<file path="src/rtl/ifetch_buf.sv">
// -----------------------------------------------------------------------------
// ifetch_buf -- instruction fetch buffer in front of the decoder.
//
// Holds the fetch PC and reads 32-bit words from instruction memory over a
// single-outstanding req/ack handshake. Fetched {instr, pc} pairs are queued in
// a small FIFO and handed downstream under valid/ready. A redirect from decode
// (get_npc/npc) flushes the FIFO and restarts fetch at the new PC. A request
// that is still in flight when the redirect arrives is completed and its data
// is thrown away.
//
// Parameters
//   DEPTH     FIFO entries, power of two in 2..16
//   RESET_PC  fetch PC loaded at reset
//
// Ports
//   clk          in   clock, rising edge
//   rst_n        in   asynchronous reset, active low
//   get_npc      in   one-cycle redirect strobe from decode
//   npc          in   redirect target (bits [1:0] ignored)
//   mem_req      out  instruction memory read request
//   mem_addr     out  word address of the request
//   mem_ack      in   one-cycle ack, mem_rdata valid in the same cycle
//   mem_rdata    in   instruction word
//   instr_valid  out  head word valid
//   instr        out  head instruction word
//   instr_pc     out  PC of the head word
//   instr_ready  in   decoder accepts the head word
//
// Configuration macro
//   IFB_BYPASS_EN  when defined, an accepted ack that finds the FIFO empty is
//                  presented on instr/instr_pc in the same cycle, and is not
//                  queued if the decoder takes it. When undefined, the outputs
//                  come only from FIFO registers.
// -----------------------------------------------------------------------------
module ifetch_buf #(
    parameter int unsigned DEPTH    = 4,
    parameter logic [31:0] RESET_PC = 32'h0000_0000
) (
    input  logic        clk,
    input  logic        rst_n,
    input  logic        get_npc,
    input  logic [31:0] npc,
    output logic        mem_req,
    output logic [31:0] mem_addr,
    input  logic        mem_ack,
    input  logic [31:0] mem_rdata,
    output logic        instr_valid,
    output logic [31:0] instr,
    output logic [31:0] instr_pc,
    input  logic        instr_ready
);

    localparam int unsigned     PTR_W = $clog2(DEPTH);
    localparam int unsigned     CNT_W = PTR_W + 1;
    localparam logic [CNT_W-1:0] FULL = CNT_W'(DEPTH);

    typedef enum logic [1:0] {
        S_IDLE,
        S_REQ,
        S_DROP
    } state_t;

    typedef struct packed {
        logic [31:0] word;
        logic [31:0] pc;
    } entry_t;

    state_t             state;
    logic [31:0]        fetch_pc;
    entry_t             fifo_q [DEPTH];
    logic [PTR_W-1:0]   wr_ptr;
    logic [PTR_W-1:0]   rd_ptr;
    logic [CNT_W-1:0]   count;

    logic               ack_ok;
    logic               ack_take;
    logic               fifo_valid;
    logic               push;
    logic               pop;
    logic [CNT_W-1:0]   count_next;
    logic [31:0]        npc_al;
    logic [31:0]        pc_inc;
    logic [31:0]        restart_pc;
    entry_t             head;

    assign npc_al     = npc & 32'hFFFF_FFFC;
    assign pc_inc     = fetch_pc + 32'd4;
    // Address to (re)start fetching from this cycle; a same-cycle redirect wins.
    assign restart_pc = get_npc ? npc_al : fetch_pc;

    // An ack only counts while a request is actually outstanding.
    assign ack_ok     = mem_req & mem_ack;
    // Only a normal fetch in REQ keeps its data; redirects and DROP discard it.
    assign ack_take   = ack_ok & ~get_npc & (state == S_REQ);
    assign fifo_valid = (count != '0);
    assign head       = fifo_q[rd_ptr];
    // A redirect suppresses the pop: the head is being flushed, not consumed.
    assign pop        = fifo_valid & instr_ready & ~get_npc;

`ifdef IFB_BYPASS_EN
    logic bypass;

    assign bypass      = ack_take & ~fifo_valid;
    assign instr_valid = fifo_valid | bypass;
    assign instr       = bypass ? mem_rdata : head.word;
    assign instr_pc    = bypass ? fetch_pc  : head.pc;
    // A bypassed word the decoder takes right away never enters the FIFO.
    assign push        = ack_take & ~(bypass & instr_ready);
`else
    assign instr_valid = fifo_valid;
    assign instr       = head.word;
    assign instr_pc    = head.pc;
    assign push        = ack_take;
`endif

    // NOTE: every always_comb output gets a value on every path, so no latch is inferred.
    always_comb begin
        count_next = count;
        if (get_npc) begin
            count_next = '0;
        end else begin
            count_next = count + CNT_W'(push) - CNT_W'(pop);
        end
    end

    // FIFO storage and pointers. The FSM never requests while full, so a push
    // always has room.
    // NOTE: the storage is reset so instr/instr_pc read as zero out of reset;
    // at these depths the extra reset fan-out is negligible.
    always_ff @(posedge clk or negedge rst_n) begin
        if (!rst_n) begin
            for (int i = 0; i < int'(DEPTH); i++) begin
                fifo_q[i] <= '0;
            end
            wr_ptr <= '0;
            rd_ptr <= '0;
            count  <= '0;
        end else begin
            count <= count_next;
            if (get_npc) begin
                rd_ptr <= wr_ptr;
            end else begin
                if (push) begin
                    fifo_q[wr_ptr] <= '{word: mem_rdata, pc: fetch_pc};
                    wr_ptr         <= wr_ptr + PTR_W'(1);
                end
                if (pop) begin
                    rd_ptr <= rd_ptr + PTR_W'(1);
                end
            end
        end
    end

    // Fetch FSM with registered request outputs.
    // NOTE: sequential state uses non-blocking assignments only, so every
    // register samples the pre-edge values regardless of statement order.
    always_ff @(posedge clk or negedge rst_n) begin
        if (!rst_n) begin
            state    <= S_IDLE;
            fetch_pc <= RESET_PC;
            mem_req  <= 1'b0;
            mem_addr <= RESET_PC;
        end else begin
            unique case (state)
                S_IDLE: begin
                    fetch_pc <= restart_pc;
                    if (count_next < FULL) begin
                        state    <= S_REQ;
                        mem_req  <= 1'b1;
                        mem_addr <= restart_pc;
                    end
                end

                S_REQ: begin
                    if (get_npc && ack_ok) begin
                        // Request completed under the redirect: reissue at npc.
                        fetch_pc <= npc_al;
                        mem_addr <= npc_al;
                    end else if (get_npc) begin
                        // Request still in flight: let it finish, discard its data.
                        fetch_pc <= npc_al;
                        state    <= S_DROP;
                    end else if (ack_ok) begin
                        fetch_pc <= pc_inc;
                        mem_addr <= pc_inc;
                        if (count_next >= FULL) begin
                            state   <= S_IDLE;
                            mem_req <= 1'b0;
                        end
                    end
                end

                S_DROP: begin
                    fetch_pc <= restart_pc;
                    if (ack_ok) begin
                        state    <= S_REQ;
                        mem_addr <= restart_pc;
                    end
                end

                default: begin
                    state   <= S_IDLE;
                    mem_req <= 1'b0;
                end
            endcase
        end
    end

endmodule

</file>
<file path="config.mk">
export PLATFORM = sky130hd
export DESIGN_NAME = ifetch_buf
export DESIGN_NICKNAME = d
export VERILOG_FILES = /design/src/rtl/ifetch_buf.sv
export SDC_FILE = /design/constraint.sdc
export NUM_CORES = 1
export LEC_CHECK = 0
export CAP_MARGIN = 20
export CORE_ASPECT_RATIO = 0.9
export CORE_MARGIN = 2
export CORE_UTILIZATION = 56
export CTS_BUF_LIST = sky130_fd_sc_hd__clkbuf_16
export CTS_CLUSTER_SIZE = 25
export DETAILED_ROUTE_END_ITERATION = 7
export GPL_TIMING_DRIVEN = 0
export PLACE_DENSITY = 0.89
export SLEW_MARGIN = 20
export SYNTH_ARGS = -nofsm -noshare
export SYNTH_HDL_FRONTEND = slang
export SYNTH_SLANG_ARGS = --single-unit
</file>
<file path="constraint.sdc">
create_clock -name clk -period 10.58 [get_ports clk]
set_input_delay 1.587 -clock clk [delete_from_list [all_inputs] [get_ports clk]]
set_output_delay 1.587 -clock clk [all_outputs]
set_load 0.01 [all_outputs]
</file>
==> results of run 1 <==
-- power groups by stage --
stage | Combinational (mW) | Clock [mW] | Sequential, mW
after detailed placement | 2.90 | 0 | 2.21
after global placement | 2.82 | 0 | 2.16
after global routing | 3.14 | 1.20 | 2.26
final | 2.96 | 1.14 | 2.20
after CTS | 2.93 | 1.15 | 2.19
after floorplan | 1.79 | 0 | 2.10
-- layer usage --
layer	track usage	share of wire	vias up	routed length, µm
met3	0.06874	0.10	149	4495
met4	0.1136	0.038	0	1673
met5	0	0	-	0
met2	0.4681	0.45	756	19890
met1	0.4127	0.41	6046	17800
li1	-	-	5005	-
-- worst max-delay path, cell delays in order --
cell      delay (ns)
clkbuf_1        0.29
clkbuf_1        0.50
buf_1           0.53
buf_1           0.53
nor2_1          0.14
ha_1            0.32
inv_1           0.06
ha_1            0.13
inv_1           0.05
fa_1            0.38
xnor3_1         0.34
nor2_1          0.31
o31a_1          0.25
buf_2           0.38
buf_2           0.33
nand2_1         0.10
o41ai_1         0.08
-- flip-flops by register name, indices dropped and copies added, names as in the netlist --
signal	flops
mem_req	1
fifo_q	256
mem_addr	32
count	3
rd_ptr	2
fetch_pc	32
wr_ptr	2
state	2
-- layout by cell type (no fill, tap or decap), types with 8 or more instances in the layout --
master,count
dfrtp_1,330
mux2_2,257
clkdlybuf4s50_1,162
mux4_2,64
nand2_1,62
clkbuf_1,60
nor2_1,48
a21oi_1,44
buf_2,42
clkbuf_16,37
o22ai_1,29
o21ai_0,25
nand3_1,24
inv_1,22
nor3_1,19
a31oi_1,18
nand4_1,14
and3_1,13
a221oi_1,12
mux2i_1,12
and2_1,10
clkinv_1,9
and4_1,9
a211oi_1,8
-- final cells by class --
| cell class | count | area (µm²) | area share |
|---|---|---|---|
| antenna | 2 | 5.005 | 0.0002609 |
| buffer | 112 | 499.2 | 0.02603 |
| clock buffer | 37 | 925.9 | 0.04827 |
| clock inverter | 27 | 123.9 | 0.006458 |
| inverter | 14 | 52.55 | 0.002740 |
| multi-input combinational | 771 | 7147 | 0.3726 |
| sequential | 330 | 8258 | 0.4305 |
| tap | 360 | 450.4 | 0.02348 |
| timing repair buffer | 166 | 1719 | 0.08963 |
-- how the worst max path moves through the flow --
stage                              end  depth (start not counted)  slack [ns]    start
2_1_floorplan  mem_addr[4]$_DFFE_PN0P_                         17        5.62  get_npc
6_report       mem_addr[4]$_DFFE_PN0P_                         17        4.64  get_npc
4_1_cts        mem_addr[4]$_DFFE_PN0P_                         17        4.80  get_npc
5_1_grt        mem_addr[4]$_DFFE_PN0P_                         17        4.46  get_npc
3_5_place_dp   mem_addr[4]$_DFFE_PN0P_                         17        4.31  get_npc
3_3_place_gp   fifo_q[164]$_DFFE_PN0P_                          1       -5.80    rst_n
-- cells by family (layout without fill, tap and decap cells) --
group	Yosys count	after routing	share of synthesized area
muxes	333	333	0.2792
other	0	2	0
adders and majority gates	8	8	0.006743
AOI/OAI and AO/OA	193	193	0.08037
and+or+nand+nor	227	227	0.07520
buffers and inverters	126	356	0.03458
xor gates and xnor gates	10	10	0.006351
DFF	330	330	0.5175
-- metrics by stage --
| stage | hold WS, ns | total power [mW] | std cells | setup TNS, ns | utilization |
|---|---|---|---|---|---|
| after floorplan | 0.4751 | 3.893 | 1227 | 0 | - |
| after global routing | 0.5154 | 6.608 | 1819 | 0 | 0.6847 |
| after global placement | 0.4578 | 4.983 | 1750 | -1905.70 | 0.6440 |
| after CTS | 0.4915 | 6.272 | 1817 | 0 | 0.6846 |
| final | 0.4939 | 6.296 | 1819 | 0 | 0.6847 |
| after detailed placement | 0.4673 | 5.110 | 1753 | 0 | 0.6471 |
==> impl_metrics.ini, run 1 <==
[outcome]
status = completed

[clocking]
cts_hold_buffers = 0
htree_levels = 2
cts_tree = done
cts_setup_buffers = 0
cts_buffer_depth = 3
clock_latency_ns = 0.52
cts_resized = 0
cts_root_buf = clkbuf_16
numCtsBuffers = 36
cts.clk_slew.worst_paths_ns = 0.06
clock-sinks = 330

[setup_path]
worstPathArrival_ns = 6.33
worstReg2RegEnd = mem_addr[4]$_DFFE_PN0P_
r2r_slack_ns = 5.78
cp-start-kind = input port
required_ns = 10.97
critPathMaxFanout = 10
path_class = in -> reg
ff2ff_path_depth = 16
cp-end-kind = register
r2r-start = state[1]$_DFFE_PN0P_

[die]
die-area_mm2 = 0.02986
ios = 167
core_area_mm2 = 0.02801
dieWidth_um = 181.9
num_rows = 58
die_height_um = 164.1
initial_core_util = 0.5696

[power_and_ir_drop]
power.switching_mw = 2.292
p_clk_frac = 0.180
pwr-share-comb = 0.470
seq_power_share = 0.350
p_sw_frac = 0.3641
leakagePower_nw = 8.150
vdd_drop_max_v = 0.0001876
power.density_mw_per_mm2 = 328.2
p_int_mw = 4.003

[sta]
report.final.slew_viol_count = 0
period_minus_slack_ns = 5.938
worst_slack_ns = 4.642
worst_pin_slew_ns = 0.9833
rsz0062_at_grt = false
clock_skew_ns = 0.01287
setup_viol = 0
slew-limit-headroom = 0.3445
max_freq_mhz = 168.4
finalHoldViolCount = 0
period_share = 0.5613

[global_route]
grt_pass1_wl_um = 68550
grt_usage = 0.2990
grt_max_degree = 105
grt_pass1_vias = 12160
antenna_found_initial = 2
gr-total-overflow = 0

[place]
dp_hpwl_um = 29880
postPlaceCellArea_mm2 = 0.01813
dp_slack_ns = 4.314
portBuffers = 163
gp_congestion = 0.9965

[cells_and_area]
area_growth_syn_to_layout_pct = 20.21
drive_gt1_frac = 0.2951
fill_cells = 1955
design_area_mm2 = 0.01918
fin_nets = 1508

[yosys]
netlist_top_cells_area = dfrtp_1 (52%), mux2_2 (18%), mux4_2 (9.0%), nand2_1 (1.5%), clkbuf_1 (1.4%)
synth_seq_area_share = 0.5175
yosysTopAreaCell = dfrtp_1
syn_nets = 1304
synth_top_area_frac = 0.5175
synth_cell_types = 70
syn_area_mm2 = 0.01596
syn-instance-count = 1227
yosys_register_bits = 330
yosysMostFrequentCell = dfrtp_1
yosys_warnings = 0
synthArstFlopShare = 1.000
synth_common_cells = dfrtp_1 (330), mux2_2 (257), mux4_2 (64)
yosys_most_used_dff = dfrtp_1
synth_edf_count = 0
syn_area_per_cell_um2 = 13.00

[routing]
via_per_inst = 6.573
finalWirelength_um = 43850
drcViolationCount = 0
firstDrtPassIters = 6
vias = 11960
drt_iter0_drc = 1343
ant_nets = 0
routedWlPerCell_um = 24.11

[hold_path]
timing.hold.worst.class = reg -> reg
holdPathEnd = mem_addr[0]$_DFFE_PN0P_
min_from = mem_addr[0]$_DFFE_PN0P_
min_path_cells = 2

[job]
cap_violations = 0
Power figures use the tool's default switching activity.
==> run 2: changes to the inputs <==
--- a/config.mk
+++ b/config.mk
@@ -8,12 +8,12 @@
 export CAP_MARGIN = 20
 export CORE_ASPECT_RATIO = 0.9
 export CORE_MARGIN = 2
-export CORE_UTILIZATION = 56
+export CORE_UTILIZATION = 52
 export CTS_BUF_LIST = sky130_fd_sc_hd__clkbuf_16
 export CTS_CLUSTER_SIZE = 25
 export DETAILED_ROUTE_END_ITERATION = 7
 export GPL_TIMING_DRIVEN = 0
-export PLACE_DENSITY = 0.89
+export PLACE_DENSITY = 0.87
 export SLEW_MARGIN = 20
 export SYNTH_ARGS = -nofsm -noshare
 export SYNTH_HDL_FRONTEND = slang
==> constraint.sdc (replaced) <==
create_clock -name clk -period 4.9 [get_ports clk]
set_input_delay 0.735 -clock clk [delete_from_list [all_inputs] [get_ports clk]]
set_output_delay 0.735 -clock clk [all_outputs]
set_load 0.01 [all_outputs]
==> impl_metrics.ini, run 2 (same netlist as run 1, synthesis figures left out) <==
[clocking]
cts.clk_slew.worst_paths_ns = 0.06
htree_levels = 2
cts_root_buf = clkbuf_16
clock-sinks = 330
cts_setup_buffers = 0
clock_latency_ns = 0.51
cts_buffer_depth = 3
cts_tree = done
numCtsBuffers = 36

[setup_path]
critPathMaxFanout = 10
cp-start-kind = input port
path_class = in -> reg
cp-end-kind = register
r2r-start = state[1]$_DFFE_PN0P_
ff2ff_path_depth = 15
worstReg2RegEnd = mem_addr[20]$_DFFE_PN0P_
worstPathArrival_ns = 5.11
required_ns = 5.32
r2r_slack_ns = 0.45

[sta]
slew-limit-headroom = 0.3777
period_minus_slack_ns = 4.687
finalHoldViolCount = 0
worst_slack_ns = 0.2129
max_freq_mhz = 213.4
report.final.slew_viol_count = 0
clock_skew_ns = 0.01787
finalSetupTns_ns = 0
setup_viol = 0
worst_pin_slew_ns = 0.9263
rsz0062_at_grt = false
hold_slack_ns = 0.2042
period_share = 0.9566

[routing]
drcViolationCount = 0
wl_met3_um = 4063
drt_iter0_drc = 1129
dr_wl_met2_um = 19930
via_per_inst = 6.285
finalWirelength_um = 43920
vias = 11670
top_layer_used = met4
wl_met1_um = 18340
routedWlPerCell_um = 23.65
firstDrtPassIters = 7
ant_nets = 0

[cells_and_area]
largest_register_ffs = 256
final_common_cell = dfrtp_1
area_growth_syn_to_layout_pct = 20.50
reg_top3 = fifo_q: 256 flops, fetch_pc: 32 flops, mem_addr: 32 flops
drive_gt1_frac = 0.2971
final_cell_mix = dfrtp_1 (330), mux2_2 (257), clkdlybuf4s50_1 (162)
largest_register = fifo_q
fin_nets = 1508
insertedDiodeCount = 0

[power_and_ir_drop]
leakagePower_nw = 8.126
power.density_mw_per_mm2 = 704.2
vdd_drop_max_v = 0.0003647
p_total_mw = 13.54

[global_route]
antenna_found_initial = 0
grt_max_degree = 100
grt_pass1_wl_um = 68290
grt_pass1_vias = 11840
grt_usage = 0.2760
gr-total-overflow = 0

[die]
ios = 167
initial_core_util = 0.5314
die_height_um = 170.2
die-area_mm2 = 0.03211
num_rows = 60
dieWidth_um = 188.7
core_area_mm2 = 0.03003

[job]
cap_violations = 0

[outcome]
status = completed

[place]
portBuffers = 163
dp_slack_ns = -0.5405
dp_hpwl_um = 30220
gp_congestion = 0.9869

[hold_path]
timing.hold.worst.class = in -> async
run 2: routing by layer:
layer / GRT usage / vias to the layer above
met5: 0 / -
met4: 0.09341 / 0
met3: 0.06104 / 120
met2: 0.4241 / 610
met1: 0.3918 / 5940
li1: - / 5002
run 2: worst max-delay path by stage:
stage | startpoint | to | slack [ns] | cells after the start
after floorplan | get_npc | mem_addr[4]$_DFFE_PN0P_ | 0.79 | 17
after global placement | rst_n | fifo_q[126]$_DFFE_PN0P_ | -10.66 | 1
after detailed placement | get_npc | mem_addr[8]$_DFFE_PN0P_ | -0.54 | 17
after CTS | mem_ack | mem_addr[8]$_DFFE_PN0P_ | 0.03 | 17
after global routing | mem_ack | mem_addr[9]$_DFFE_PN0P_ | 0.08 | 17
final | get_npc | mem_addr[20]$_DFFE_PN0P_ | 0.21 | 16
run 2: area by class of cell:
cell class	count	area [µm²]
clock buffer	37	925.9
buffer	112	501.7
inverter	14	56.30
multi-input combinational	771	7154
clock inverter	24	108.9
fill	2261	10800
sequential	330	8258
timing repair buffer	166	1719
tap	403	504.2
run 2: timing repair:
item                       4_1_cts  5_1_grt
setup endpoints to repair        6       27
hold buffers                     0        0
resized for setup                1        4
run 2: stage by stage:
step	area [µm²]	instances	util
finish	19230	1857	0.6403
global route	19230	1857	0.6403
CTS	19220	1857	0.6399
detailed placement	18180	1796	0.6054
global placement	18090	1793	0.6025
floorplan	15960	1227	-
run 2: critical path: stages:
cell and delay [ns]:
clkbuf_1 0.37, clkbuf_1 0.47, clkbuf_2 0.38, buf_2 0.34, nor2_1 0.09, ha_1 0.29
inv_1 0.05, ha_1 0.12, inv_1 0.05, fa_1 0.39, xnor3_1 0.30, nor2_2 0.07
o31ai_1 0.42, clkbuf_1 0.73, nor2_1 0.07, a31oi_1 0.20
run 2: report_power, final:
| group | internal, mW | total, mW | switching [mW] |
|---|---|---|---|
| Clock | 1.36 | 2.44 | 1.08 |
| Combinational | 3.29 | 6.38 | 3.09 |
| Sequential | 3.99 | 4.72 | 0.734 |
| Total | 8.64 | 13.5 | 4.90 |
